$ cat src/rtl/ctrl_pkg.sv
// Shared encodings for the multi-cycle MIPS control path: FSM states,
// opcodes, ALU ops, branch types, datapath mux selects and instruction classes.
package ctrl_pkg;

    // FSM states (fixed 4-bit encoding kept for compatibility with older tooling)
    localparam logic [3:0] ST_IDLE     = 4'd0;
    localparam logic [3:0] ST_FETCH    = 4'd1;
    localparam logic [3:0] ST_DECODE   = 4'd2;
    localparam logic [3:0] ST_EXEC_R   = 4'd3;
    localparam logic [3:0] ST_WB_R     = 4'd4;
    localparam logic [3:0] ST_EXEC_I   = 4'd5;
    localparam logic [3:0] ST_WB_I     = 4'd6;
    localparam logic [3:0] ST_MEM_ADDR = 4'd7;
    localparam logic [3:0] ST_MEM_RD   = 4'd8;
    localparam logic [3:0] ST_WB_MEM   = 4'd9;
    localparam logic [3:0] ST_MEM_WR   = 4'd10;
    localparam logic [3:0] ST_BRANCH   = 4'd11;
    localparam logic [3:0] ST_JUMP     = 4'd12;
    localparam logic [3:0] ST_JR       = 4'd13;
    localparam logic [3:0] ST_FAULT    = 4'd14;

    // Opcodes (IR[31:26])
    localparam logic [5:0] OP_RTYPE = 6'd0;
    localparam logic [5:0] OP_BGEZ  = 6'd1;
    localparam logic [5:0] OP_J     = 6'd2;
    localparam logic [5:0] OP_JAL   = 6'd3;
    localparam logic [5:0] OP_BEQ   = 6'd4;
    localparam logic [5:0] OP_BNE   = 6'd5;
    localparam logic [5:0] OP_BLT   = 6'd6;
    localparam logic [5:0] OP_ADDI  = 6'd8;
    localparam logic [5:0] OP_SLTI  = 6'd10;
    localparam logic [5:0] OP_ORI   = 6'd13;
    localparam logic [5:0] OP_LUI   = 6'd15;
    localparam logic [5:0] OP_LW    = 6'd35;
    localparam logic [5:0] OP_SW    = 6'd43;

    localparam logic [5:0] FUNCT_JR = 6'd8;

    // ALU control ops
    localparam logic [2:0] ALU_RTYPE = 3'b000;
    localparam logic [2:0] ALU_ADD   = 3'b001;
    localparam logic [2:0] ALU_SUB   = 3'b010;
    localparam logic [2:0] ALU_SLT   = 3'b011;
    localparam logic [2:0] ALU_LUI   = 3'b100;
    localparam logic [2:0] ALU_OR    = 3'b101;
    localparam logic [2:0] ALU_BGEZ  = 3'b110;

    // Branch condition selects
    localparam logic [1:0] BR_BEQ  = 2'd0;
    localparam logic [1:0] BR_BGEZ = 2'd1;
    localparam logic [1:0] BR_BLT  = 2'd2;
    localparam logic [1:0] BR_BNE  = 2'd3;

    // Datapath mux selects
    localparam logic [1:0] PC_SRC_PC4    = 2'd0;
    localparam logic [1:0] PC_SRC_BRANCH = 2'd1;
    localparam logic [1:0] PC_SRC_JUMP   = 2'd2;
    localparam logic [1:0] PC_SRC_RS     = 2'd3;

    localparam logic       ALU_A_PC = 1'b0;
    localparam logic       ALU_A_RS = 1'b1;

    localparam logic [1:0] ALU_B_RT      = 2'd0;
    localparam logic [1:0] ALU_B_FOUR    = 2'd1;
    localparam logic [1:0] ALU_B_IMM     = 2'd2;
    localparam logic [1:0] ALU_B_IMM_SH2 = 2'd3;

    localparam logic [1:0] REG_DST_RT = 2'd0;
    localparam logic [1:0] REG_DST_RD = 2'd1;
    localparam logic [1:0] REG_DST_RA = 2'd2;

    localparam logic [1:0] M2R_ALU = 2'd0;
    localparam logic [1:0] M2R_MDR = 2'd1;
    localparam logic [1:0] M2R_PC  = 2'd2;

    // Instruction classes produced by the opcode decoder
    typedef enum logic [2:0] {
        CLS_R,
        CLS_JR,
        CLS_I,
        CLS_MEM,
        CLS_BRANCH,
        CLS_JUMP,
        CLS_ILLEGAL
    } op_class_e;

endpackage

$ cat src/rtl/op_class_dec.sv
// Combinational opcode/funct classifier: instruction class plus the
// per-instruction ALU op, branch type and load/link flags.
module op_class_dec
    import ctrl_pkg::*;
(
    input  logic [5:0] op,
    input  logic [5:0] funct,
    output op_class_e  op_class,
    output logic [2:0] alu_op,
    output logic [1:0] branch_type,
    output logic       is_load,
    output logic       is_link,
    output logic       illegal
);

    // Classify the opcode; anything not listed is illegal
    always_comb begin
        op_class    = CLS_ILLEGAL;
        alu_op      = ALU_RTYPE;
        branch_type = BR_BEQ;
        is_load     = 1'b0;
        is_link     = 1'b0;
        case (op)
            OP_RTYPE: op_class = (funct == FUNCT_JR) ? CLS_JR : CLS_R;
            OP_ADDI: begin op_class = CLS_I; alu_op = ALU_ADD; end
            OP_SLTI: begin op_class = CLS_I; alu_op = ALU_SLT; end
            OP_ORI:  begin op_class = CLS_I; alu_op = ALU_OR;  end
            OP_LUI:  begin op_class = CLS_I; alu_op = ALU_LUI; end
            OP_LW:   begin op_class = CLS_MEM; alu_op = ALU_ADD; is_load = 1'b1; end
            OP_SW:   begin op_class = CLS_MEM; alu_op = ALU_ADD; end
            OP_BEQ:  begin op_class = CLS_BRANCH; alu_op = ALU_SUB;  branch_type = BR_BEQ;  end
            OP_BNE:  begin op_class = CLS_BRANCH; alu_op = ALU_SUB;  branch_type = BR_BNE;  end
            OP_BLT:  begin op_class = CLS_BRANCH; alu_op = ALU_SUB;  branch_type = BR_BLT;  end
            OP_BGEZ: begin op_class = CLS_BRANCH; alu_op = ALU_BGEZ; branch_type = BR_BGEZ; end
            OP_J:    op_class = CLS_JUMP;
            OP_JAL:  begin op_class = CLS_JUMP; is_link = 1'b1; end
            default: op_class = CLS_ILLEGAL;
        endcase
        illegal = (op_class == CLS_ILLEGAL);
    end

endmodule

$ cat src/rtl/multicycle_ctrl.sv
// Main control FSM of the multi-cycle MIPS datapath. Sequences each
// instruction through fetch/decode/execute/memory/writeback, handshakes with
// a variable-latency memory, faults on illegal opcodes or memory timeouts and
// counts retired instructions.
module multicycle_ctrl
    import ctrl_pkg::*;
#(
    parameter int ALUOP_W     = 3,
    parameter int CNT_W       = 32,
    parameter int TMO_W       = 8,
    parameter int MEM_TIMEOUT = 200
) (
    input  logic               clk_i,
    input  logic               rst_i,
    input  logic [5:0]         instr_op_i,
    input  logic [5:0]         funct_i,
    input  logic               mem_ready_i,
    output logic               mem_req_o,
    output logic               mem_we_o,
    output logic               iord_o,
    output logic               ir_write_o,
    output logic               pc_write_o,
    output logic               pc_write_cond_o,
    output logic [1:0]         pc_src_o,
    output logic [1:0]         branch_type_o,
    output logic               alu_src_a_o,
    output logic [1:0]         alu_src_b_o,
    output logic [ALUOP_W-1:0] alu_op_o,
    output logic               reg_write_o,
    output logic [1:0]         reg_dst_o,
    output logic [1:0]         mem_to_reg_o,
    output logic               fault_o,
    output logic [CNT_W-1:0]   retire_cnt_o
);

    logic [3:0]       state_reg, state_next;
    logic [2:0]       alu_op_reg;
    logic [1:0]       branch_type_reg;
    logic             is_load_reg, is_link_reg;
    logic [TMO_W-1:0] wait_cnt_reg;
    logic [CNT_W-1:0] retire_cnt_reg;

    op_class_e        dec_class;
    logic [2:0]       dec_alu_op;
    logic [1:0]       dec_branch_type;
    logic             dec_is_load, dec_is_link, dec_illegal;

    logic             mem_state, mem_timeout, retire_evt;
    logic [2:0]       alu_op_c;

    op_class_dec u_dec (
        .op          (instr_op_i),
        .funct       (funct_i),
        .op_class    (dec_class),
        .alu_op      (dec_alu_op),
        .branch_type (dec_branch_type),
        .is_load     (dec_is_load),
        .is_link     (dec_is_link),
        .illegal     (dec_illegal)
    );

    // A memory access may see MEM_TIMEOUT-1 not-ready cycles; the cycle that
    // would bring the count to the limit still completes if ready is high.
    assign mem_state   = (state_reg == ST_FETCH) || (state_reg == ST_MEM_RD) ||
                         (state_reg == ST_MEM_WR);
    assign mem_timeout = !mem_ready_i && (wait_cnt_reg == TMO_W'(MEM_TIMEOUT - 1));

    // Next-state selection
    always_comb begin
        state_next = state_reg;
        case (state_reg)
            ST_IDLE:     state_next = ST_FETCH;
            ST_FETCH:    if (mem_ready_i) state_next = ST_DECODE;
                         else if (mem_timeout) state_next = ST_FAULT;
            ST_DECODE: begin
                if (dec_illegal) begin
                    state_next = ST_FAULT;
                end else begin
                    case (dec_class)
                        CLS_R:      state_next = ST_EXEC_R;
                        CLS_JR:     state_next = ST_JR;
                        CLS_I:      state_next = ST_EXEC_I;
                        CLS_MEM:    state_next = ST_MEM_ADDR;
                        CLS_BRANCH: state_next = ST_BRANCH;
                        CLS_JUMP:   state_next = ST_JUMP;
                        default:    state_next = ST_FAULT;
                    endcase
                end
            end
            ST_EXEC_R:   state_next = ST_WB_R;
            ST_EXEC_I:   state_next = ST_WB_I;
            ST_MEM_ADDR: state_next = is_load_reg ? ST_MEM_RD : ST_MEM_WR;
            ST_MEM_RD:   if (mem_ready_i) state_next = ST_WB_MEM;
                         else if (mem_timeout) state_next = ST_FAULT;
            ST_MEM_WR:   if (mem_ready_i) state_next = ST_FETCH;
                         else if (mem_timeout) state_next = ST_FAULT;
            ST_WB_R, ST_WB_I, ST_WB_MEM, ST_BRANCH, ST_JUMP, ST_JR:
                         state_next = ST_FETCH;
            ST_FAULT:    state_next = ST_FAULT;
            default:     state_next = ST_FAULT;
        endcase
    end

    // An instruction retires on the edge leaving its final state
    always_comb begin
        retire_evt = 1'b0;
        case (state_reg)
            ST_WB_R, ST_WB_I, ST_WB_MEM, ST_BRANCH, ST_JUMP, ST_JR: retire_evt = 1'b1;
            ST_MEM_WR: retire_evt = mem_ready_i;
            default:   retire_evt = 1'b0;
        endcase
    end

    // State register
    always_ff @(posedge clk_i or posedge rst_i) begin
        if (rst_i) state_reg <= ST_IDLE;
        else       state_reg <= state_next;
    end

    // Latch per-instruction attributes while the IR is being decoded
    always_ff @(posedge clk_i or posedge rst_i) begin
        if (rst_i) begin
            alu_op_reg      <= ALU_RTYPE;
            branch_type_reg <= BR_BEQ;
            is_load_reg     <= 1'b0;
            is_link_reg     <= 1'b0;
        end else if (state_reg == ST_DECODE) begin
            alu_op_reg      <= dec_alu_op;
            branch_type_reg <= dec_branch_type;
            is_load_reg     <= dec_is_load;
            is_link_reg     <= dec_is_link;
        end
    end

    // Memory wait counter: restarts on every state change, counts not-ready cycles
    always_ff @(posedge clk_i or posedge rst_i) begin
        if (rst_i)                          wait_cnt_reg <= '0;
        else if (state_next != state_reg)   wait_cnt_reg <= '0;
        else if (mem_state && !mem_ready_i) wait_cnt_reg <= wait_cnt_reg + TMO_W'(1);
    end

    // Retired-instruction counter, wraps naturally
    always_ff @(posedge clk_i or posedge rst_i) begin
        if (rst_i)           retire_cnt_reg <= '0;
        else if (retire_evt) retire_cnt_reg <= retire_cnt_reg + CNT_W'(1);
    end

    // Per-state datapath controls
    always_comb begin
        mem_req_o       = 1'b0;
        mem_we_o        = 1'b0;
        iord_o          = 1'b0;
        ir_write_o      = 1'b0;
        pc_write_o      = 1'b0;
        pc_write_cond_o = 1'b0;
        pc_src_o        = PC_SRC_PC4;
        branch_type_o   = BR_BEQ;
        alu_src_a_o     = ALU_A_PC;
        alu_src_b_o     = ALU_B_RT;
        alu_op_c        = ALU_RTYPE;
        reg_write_o     = 1'b0;
        reg_dst_o       = REG_DST_RT;
        mem_to_reg_o    = M2R_ALU;
        fault_o         = 1'b0;
        case (state_reg)
            ST_FETCH: begin
                mem_req_o   = 1'b1;
                alu_src_b_o = ALU_B_FOUR;
                alu_op_c    = ALU_ADD;
                ir_write_o  = mem_ready_i;
                pc_write_o  = mem_ready_i;
            end
            ST_DECODE: begin
                alu_src_b_o = ALU_B_IMM_SH2;
                alu_op_c    = ALU_ADD;
            end
            ST_EXEC_R: begin
                alu_src_a_o = ALU_A_RS;
                alu_src_b_o = ALU_B_RT;
                alu_op_c    = ALU_RTYPE;
            end
            ST_WB_R: begin
                reg_dst_o   = REG_DST_RD;
                reg_write_o = 1'b1;
            end
            ST_EXEC_I: begin
                alu_src_a_o = ALU_A_RS;
                alu_src_b_o = ALU_B_IMM;
                alu_op_c    = alu_op_reg;
            end
            ST_WB_I: reg_write_o = 1'b1;
            ST_MEM_ADDR: begin
                alu_src_a_o = ALU_A_RS;
                alu_src_b_o = ALU_B_IMM;
                alu_op_c    = ALU_ADD;
            end
            ST_MEM_RD: begin
                mem_req_o = 1'b1;
                iord_o    = 1'b1;
            end
            ST_WB_MEM: begin
                mem_to_reg_o = M2R_MDR;
                reg_write_o  = mem_ready_i;
            end
            ST_MEM_WR: begin
                mem_req_o = 1'b1;
                mem_we_o  = 1'b1;
                iord_o    = 1'b1;
            end
            ST_BRANCH: begin
                alu_src_a_o     = ALU_A_RS;
                alu_src_b_o     = ALU_B_RT;
                alu_op_c        = alu_op_reg;
                pc_write_cond_o = 1'b1;
                pc_src_o        = PC_SRC_BRANCH;
                branch_type_o   = branch_type_reg;
            end
            ST_JUMP: begin
                pc_write_o = 1'b1;
                pc_src_o   = PC_SRC_JUMP;
                if (is_link_reg) begin
                    reg_write_o  = 1'b1;
                    reg_dst_o    = REG_DST_RA;
                    mem_to_reg_o = M2R_PC;
                end
            end
            ST_JR: begin
                pc_write_o = 1'b1;
                pc_src_o   = PC_SRC_RS;
            end
            ST_FAULT: fault_o = 1'b1;
            default: ;
        endcase
    end

    assign alu_op_o     = ALUOP_W'(alu_op_c);
    assign retire_cnt_o = retire_cnt_reg;

endmodule
$ cat config.mk
export PLATFORM = sky130hd
export DESIGN_NAME = multicycle_ctrl
export DESIGN_NICKNAME = d
export VERILOG_FILES = /design/src/rtl/ctrl_pkg.sv /design/src/rtl/op_class_dec.sv /design/src/rtl/multicycle_ctrl.sv
export SDC_FILE = /design/constraint.sdc
export NUM_CORES = 1
export LEC_CHECK = 0
export ABC_AREA = 0
export CORE_MARGIN = 2
export CORE_UTILIZATION = 52
export CTS_BUF_LIST = sky130_fd_sc_hd__clkbuf_8
export DETAILED_ROUTE_END_ITERATION = 12
export PLACE_DENSITY = 0.82
export SYNTH_ARGS = -nofsm -noshare
export SYNTH_HDL_FRONTEND = slang
export SYNTH_SLANG_ARGS = --single-unit
$ cat constraint.sdc
create_clock -name clk_i -period 3.55 [get_ports clk_i]
set_input_delay 0.5325 -clock clk_i [delete_from_list [all_inputs] [get_ports clk_i]]
set_output_delay 0.5325 -clock clk_i [all_outputs]
set_load 0.1 [all_outputs]
; Yosys cells after proc, flatten, opt, wreduce, memory -nomap -nowiden
; Cells that the tools add are included.
[totals]
ff_bits = 51
input_bits = 15
wordCells = 103
[classes]
add_sub_neg = 2
n_eq_ne = 35
n_mux = 34
n_reduce_logical = 25
[ops]
columns = cell, count
row1 = adder 32 x 1 -> 32 bit (second input constant), 1
row2 = one-hot mux 4 bit (8 select lines), 1
row3 = equality test 6 x 4 -> 1 bit (second input constant), 5
row4 = equality test 4 bit (second input constant), 7
row5 = one-hot mux 4 bit (6 select lines), 1
row6 = 2-to-1 mux 4 bit, 5
row7 = equality test 6 x 3 -> 1 bit (second input constant), 3
row8 = one-hot mux 2 bit (3 select lines), 3
row9 = one-hot mux 3 bit (6 select lines), 1
row10 = equality test 4 x 3 -> 1 bit (second input constant), 4
row11 = 2-to-1 mux 8 bit, 2
row12 = one-hot mux 3 bit (5 select lines), 1
row13 = OR reduction 2 bit, 7
row14 = equality test 6 x 2 -> 1 bit (second input constant), 2
row15 = equality test 6 bit (second input constant), 2
row16 = OR reduction 3 bit, 4
row17 = OR reduction 4 bit, 3
row18 = 2-to-1 mux 1 bit, 11
row19 = equality test 3 bit (second input constant), 3
row20 = adder 8 x 1 -> 8 bit (second input constant), 1
row21 = equality test 4 x 2 -> 1 bit (second input constant), 2
row22 = equality test 8 bit (second input constant), 1
row23 = one-hot mux 2 bit (2 select lines), 2
row24 = OR reduction 7 bit, 1
row25 = 17 further kinds, 23

; Longest topological paths before layout
[depth]
ltp_word = 9
mapped_depth = 13
ltp_nobuf = 12

; Modules after synthesis
; A second synthesis with hierarchy kept.
[unflattened]
hier_cells = 368
hier_area_um2 = 3394.5
[by_module_without_submodules]
columns = module, instances, cells_each, area_per_inst_um2, seq_area_each_um2
row1 = multicycle_ctrl, 1, 322, 3109.2, 1276.2
row2 = op_class_dec, 1, 46, 285.3, 0.0

; Worst setup path after synthesis
; Ideal clock, no wire load.
[synth_path]
path_type = in2out
startpoint = in instr_op_i[3]
endpoint = out fault_o
arrival_time_ps = 4684
required_time_ps = 3017
slack_ps = -1666
cell_stages = 10
path_buffers = 1
cell_sequence = buf_2 -> or3_1 -> o22ai_1 -> nor2b_1 -> inv_1 -> ha_1 -> or3_1 -> o211ai_1 -> o2111ai_2 -> nor3_1
[synth_lines]
columns = element, line
row1 = "start, declared", multicycle_ctrl.sv:15  ; input logic [5:0] instr_op_i,
row2 = "end, declared", multicycle_ctrl.sv:32  ; output logic fault_o,

==> run metrics <==
pin count of the biggest net entering global routing=52; area of the multi-input gates=0.001785 mm2; total negative setup slack=0 ns; Area contributors post-synth=sky130_fd_sc_hd__dfrtp_1 (42%), sky130_fd_sc_hd__xnor2_1 (8.0%), sky130_fd_sc_hd__nand3_1 (3.9%); Crit Path Category=in -> out; post-detailed-route via-to-cell ratio=5.542; Worst-path clk slew=0.09 ns; RSZ-0062 raised after global routing=no; IO Port Bufs=68; total number of nets in the final design=between 400 and 500; synthesized area=0.003064 mm2; # DRC=0; gr usage total=0.2245; drt total wl=6894 um; endpoints failing setup=0; CP max FO=2; height of the die=80.77 um; Tot Pwr=3.210 mW; WP buf/inv=4; DPL Wire Length=5065 um; flip-flop and latch count after synthesis=51; number of instances in the synthesized netlist=334; drt pass-1 iters=4; Switch Pwr=1.766 mW; CP Depth=11; Post-Syn Nets=355; run status=complete, no violations; Root Buffer Master=sky130_fd_sc_hd__clkbuf_8; Critical Path Sink Type=output port; remaining number of nets flagged by the antenna check after routing=0; switch share=0.5501; data arrival time of the critical path=2.90 ns; Pwr Density=775.6 mW/mm2; die width=80.77 um; layout filler cell count=401; Slew Limit Fails=0; starting utilization of the core area=0.5464; number of violations of the max-capacitance limit=0; shortest period the worst path allows=3.429 ns; floorplan die area=0.006523 mm2; hold buffer count at cts=0; WHS Path Cells=2; family of cells with the greatest summed delay on the critical path=simple AND/OR/NAND/NOR gates; number of vias in the routed layout=2721; worst hold-check path type=reg -> reg; leftover overflow at the end of global routing=0; Flop pwr share=0.260; Synth top area share=0.4165; design internal power=1.444 mW; leading register cell type out of synthesis=sky130_fd_sc_hd__dfrtp_1; share of cells above drive strength 1=0.2029; share of flip-flops with an asynchronous set or reset=1.000; total clock buffers created by CTS=5; final weighted congestion in routability-driven placement=0.8896; fraction of the core area covered by cells at the end of the flow=0.7381; CTS Sinks=51; num rows=27; Most Frequent Cell on Critical Path=sky130_fd_sc_hd__or3_4; antenna violations before repair=0; routed wirelength normalized by instance count=14.04 um; final cell area excluding filler cells=a little over 0.004 mm2; highest clock frequency the design can meet=0.2917 GHz; number of enable flip-flop cells after synthesis=0; worst path required time=3.02 ns; first-pass GRT wire length=11500 um; worst clock skew=between 0.006 and 0.007 ns; clock latency reported for the late side of the worst-skew pair=0.31 ns; Worst Max-Slew Pin Slew=1.024 ns; Sequential Area=between 0.001 and 0.0015 mm2; number of levels in the clock H-tree=2; count of different cell masters after synthesis=49; number of synthesis warnings=0; Placed Instances=478; Relative slew margins=0.3161; starting DRC count in detailed routing=approximately 150; clk buf depth=2; area growth from synthesis to layout=35.08%; critical path cell sequence=clkdlybuf4s15_1 -> or3_4 -> buf_6 -> a31oi_4 -> inv_2 -> ha_4 -> or3_4 -> o211ai_1 -> o2111ai_2 -> nor3_4 -> buf_12; Ports=between 60 and 70; diodes inserted=0; combinational share of power=0.608; crit share post-route=0.9658; path depth of the worst reg2reg path=7; Hold Vio Cnt, Final=0; cell taking the most area after synthesis=sky130_fd_sc_hd__dfrtp_1; Crit-path slowest cell=sky130_fd_sc_hd__or3_4; CORE AREA=0.005608 mm2; startpoint type of the worst setup path=input port; maximum VDD drop=a little under 0.0008 V; placement-stage cell area=roughly 0.0039 mm2; via count of the first global-routing pass=2621; max FFs per register=32; Non-Filler Instances=around 490; post-synthesis sequential area ratio=0.4165; clock tree from TritonCTS=yes; Mean Syn Cell Area=9.174 um2; CP max stage delay=0.38 ns; standby leakage power=~1.9 nW; proportion of power drawn by the clock network=0.132
## power by group through the flow
stage	Combinational, mW	Sequential [mW]	Clock [mW]
floorplan	1.33	0.997	0
global placement	1.90	0.839	0
detailed placement	1.92	0.842	0
CTS	1.95	0.832	0.425
global route	2.06	0.856	0.448
finish	1.95	0.835	0.423
## layer usage
metal	up-vias	track usage	wire (um)	share of wire
li1	1336	-	-	-
met1	1304	0.2732	2965	0.43
met2	72	0.4117	3559	0.52
met3	9	0.03000	284	0.041
met4	0	0.07119	84	0.012
met5	-	0	0	0
## cells in the final DEF (no fill, tap or decap), drive strengths merged, types with 6 or more instances in the layout
cell,count
dfrtp,51
buf,50
clkdlybuf4s50,35
nand2,31
xnor2,28
nand3,24
nor2,20
nor3,16
nand2b,14
o21ai,14
xor2,12
and3,11
a21oi,10
nand4,9
clkbuf,8
and2,6
inv,6
ha,6
## worst paths after layout
path                               startpoint                 end  slack [ns]
min reg2reg                branch_type_reg[0]  branch_type_reg[0]        0.48
max in group asynchronous               rst_i         is_load_reg        2.14
max reg2reg                      state_reg[0]    retire_cnt_o[31]        1.04
min in group asynchronous               rst_i    retire_cnt_o[26]        0.77
max                             instr_op_i[4]             fault_o        0.12
min                        branch_type_reg[0]  branch_type_reg[0]        0.48
## cells in the mapped netlist, types with 2 or more instances
cell type and instances:
sky130_fd_sc_hd__a311oi_1 2, sky130_fd_sc_hd__clkbuf_1 7, sky130_fd_sc_hd__and4_1 5, sky130_fd_sc_hd__mux2i_1 3, sky130_fd_sc_hd__nor2_1 19, sky130_fd_sc_hd__and2_1 6
sky130_fd_sc_hd__buf_4 3, sky130_fd_sc_hd__nand3b_1 2, sky130_fd_sc_hd__ha_1 6, sky130_fd_sc_hd__a31oi_1 2, sky130_fd_sc_hd__buf_2 8, sky130_fd_sc_hd__o21ai_0 14
sky130_fd_sc_hd__nor3_1 16, sky130_fd_sc_hd__o211ai_1 3, sky130_fd_sc_hd__xor2_1 12, sky130_fd_sc_hd__o31ai_1 3, sky130_fd_sc_hd__or4_1 2, sky130_fd_sc_hd__nand4_1 9
sky130_fd_sc_hd__dfrtp_1 51, sky130_fd_sc_hd__xnor2_1 28, sky130_fd_sc_hd__o21a_1 2, sky130_fd_sc_hd__nand3_1 24, sky130_fd_sc_hd__inv_1 5, sky130_fd_sc_hd__and3_1 11
sky130_fd_sc_hd__nand2b_1 14, sky130_fd_sc_hd__nor2b_1 5, sky130_fd_sc_hd__nor4b_1 2, sky130_fd_sc_hd__or3_1 2, sky130_fd_sc_hd__or2_2 3, sky130_fd_sc_hd__nand2_1 31
sky130_fd_sc_hd__a21boi_0 3, sky130_fd_sc_hd__a21oi_1 10, sky130_fd_sc_hd__o22ai_1 3, sky130_fd_sc_hd__and2b_1 3
## logic make-up (layout without fill, tap and decap cells)
| group | after synthesis | after routing | synth area share |
|---|---|---|---|
| DFF | 51 | 51 | 0.4165 |
| and+or+nand+nor | 159 | 159 | 0.2838 |
| xor gates and xnor gates | 40 | 40 | 0.1143 |
| buffers and inverters | 24 | 109 | 0.03879 |
| adders and majority gates | 6 | 6 | 0.02450 |
| AOI/OAI and AO/OA | 50 | 50 | 0.1086 |
| muxes | 4 | 4 | 0.01348 |
## per-stage QoR
stage | setup slack (ns) | hold WS (ns)
6_report | 0.1213 | 0.4828
5_1_grt | 0.02034 | 0.5158
4_1_cts | 0.02079 | 0.4885
3_5_place_dp | -0.3025 | 0.4672
3_3_place_gp | -0.2326 | 0.4440
2_1_floorplan | -0.4220 | 0.4305
## worst reg2reg max path: cells and delay by family, from the launching register on
| kind | cells | cell delay (ns) |
|---|---|---|
| xor+xnor | 1 | 0.16 |
| simple gates | 3 | 0.93 |
| compound gates | 2 | 0.38 |
| buf+inv | 1 | 0.30 |
| flops | 1 | 0.65 |
## what timing repair did
item | in CTS | in global routing
resized for setup | 19 | 22
buffers inserted | 4 | 1
pin swaps | 8 | 11
setup endpoints to repair | 1 | 1
hold endpoints to repair | 0 | 0
## final cells by class
type / instances / share of cell area
Multi-Input combinational cell: 259 / 0.4314
Sequential cell: 51 / 0.3083
Timing Repair Buffer: 96 / 0.2059
Tap cell: 72 / 0.02177
Clock buffer: 5 / 0.01663
Clock inverter: 3 / 0.01149
Inverter: 5 / 0.004534
No activity file was read; power rests on OpenSTA's default activity.
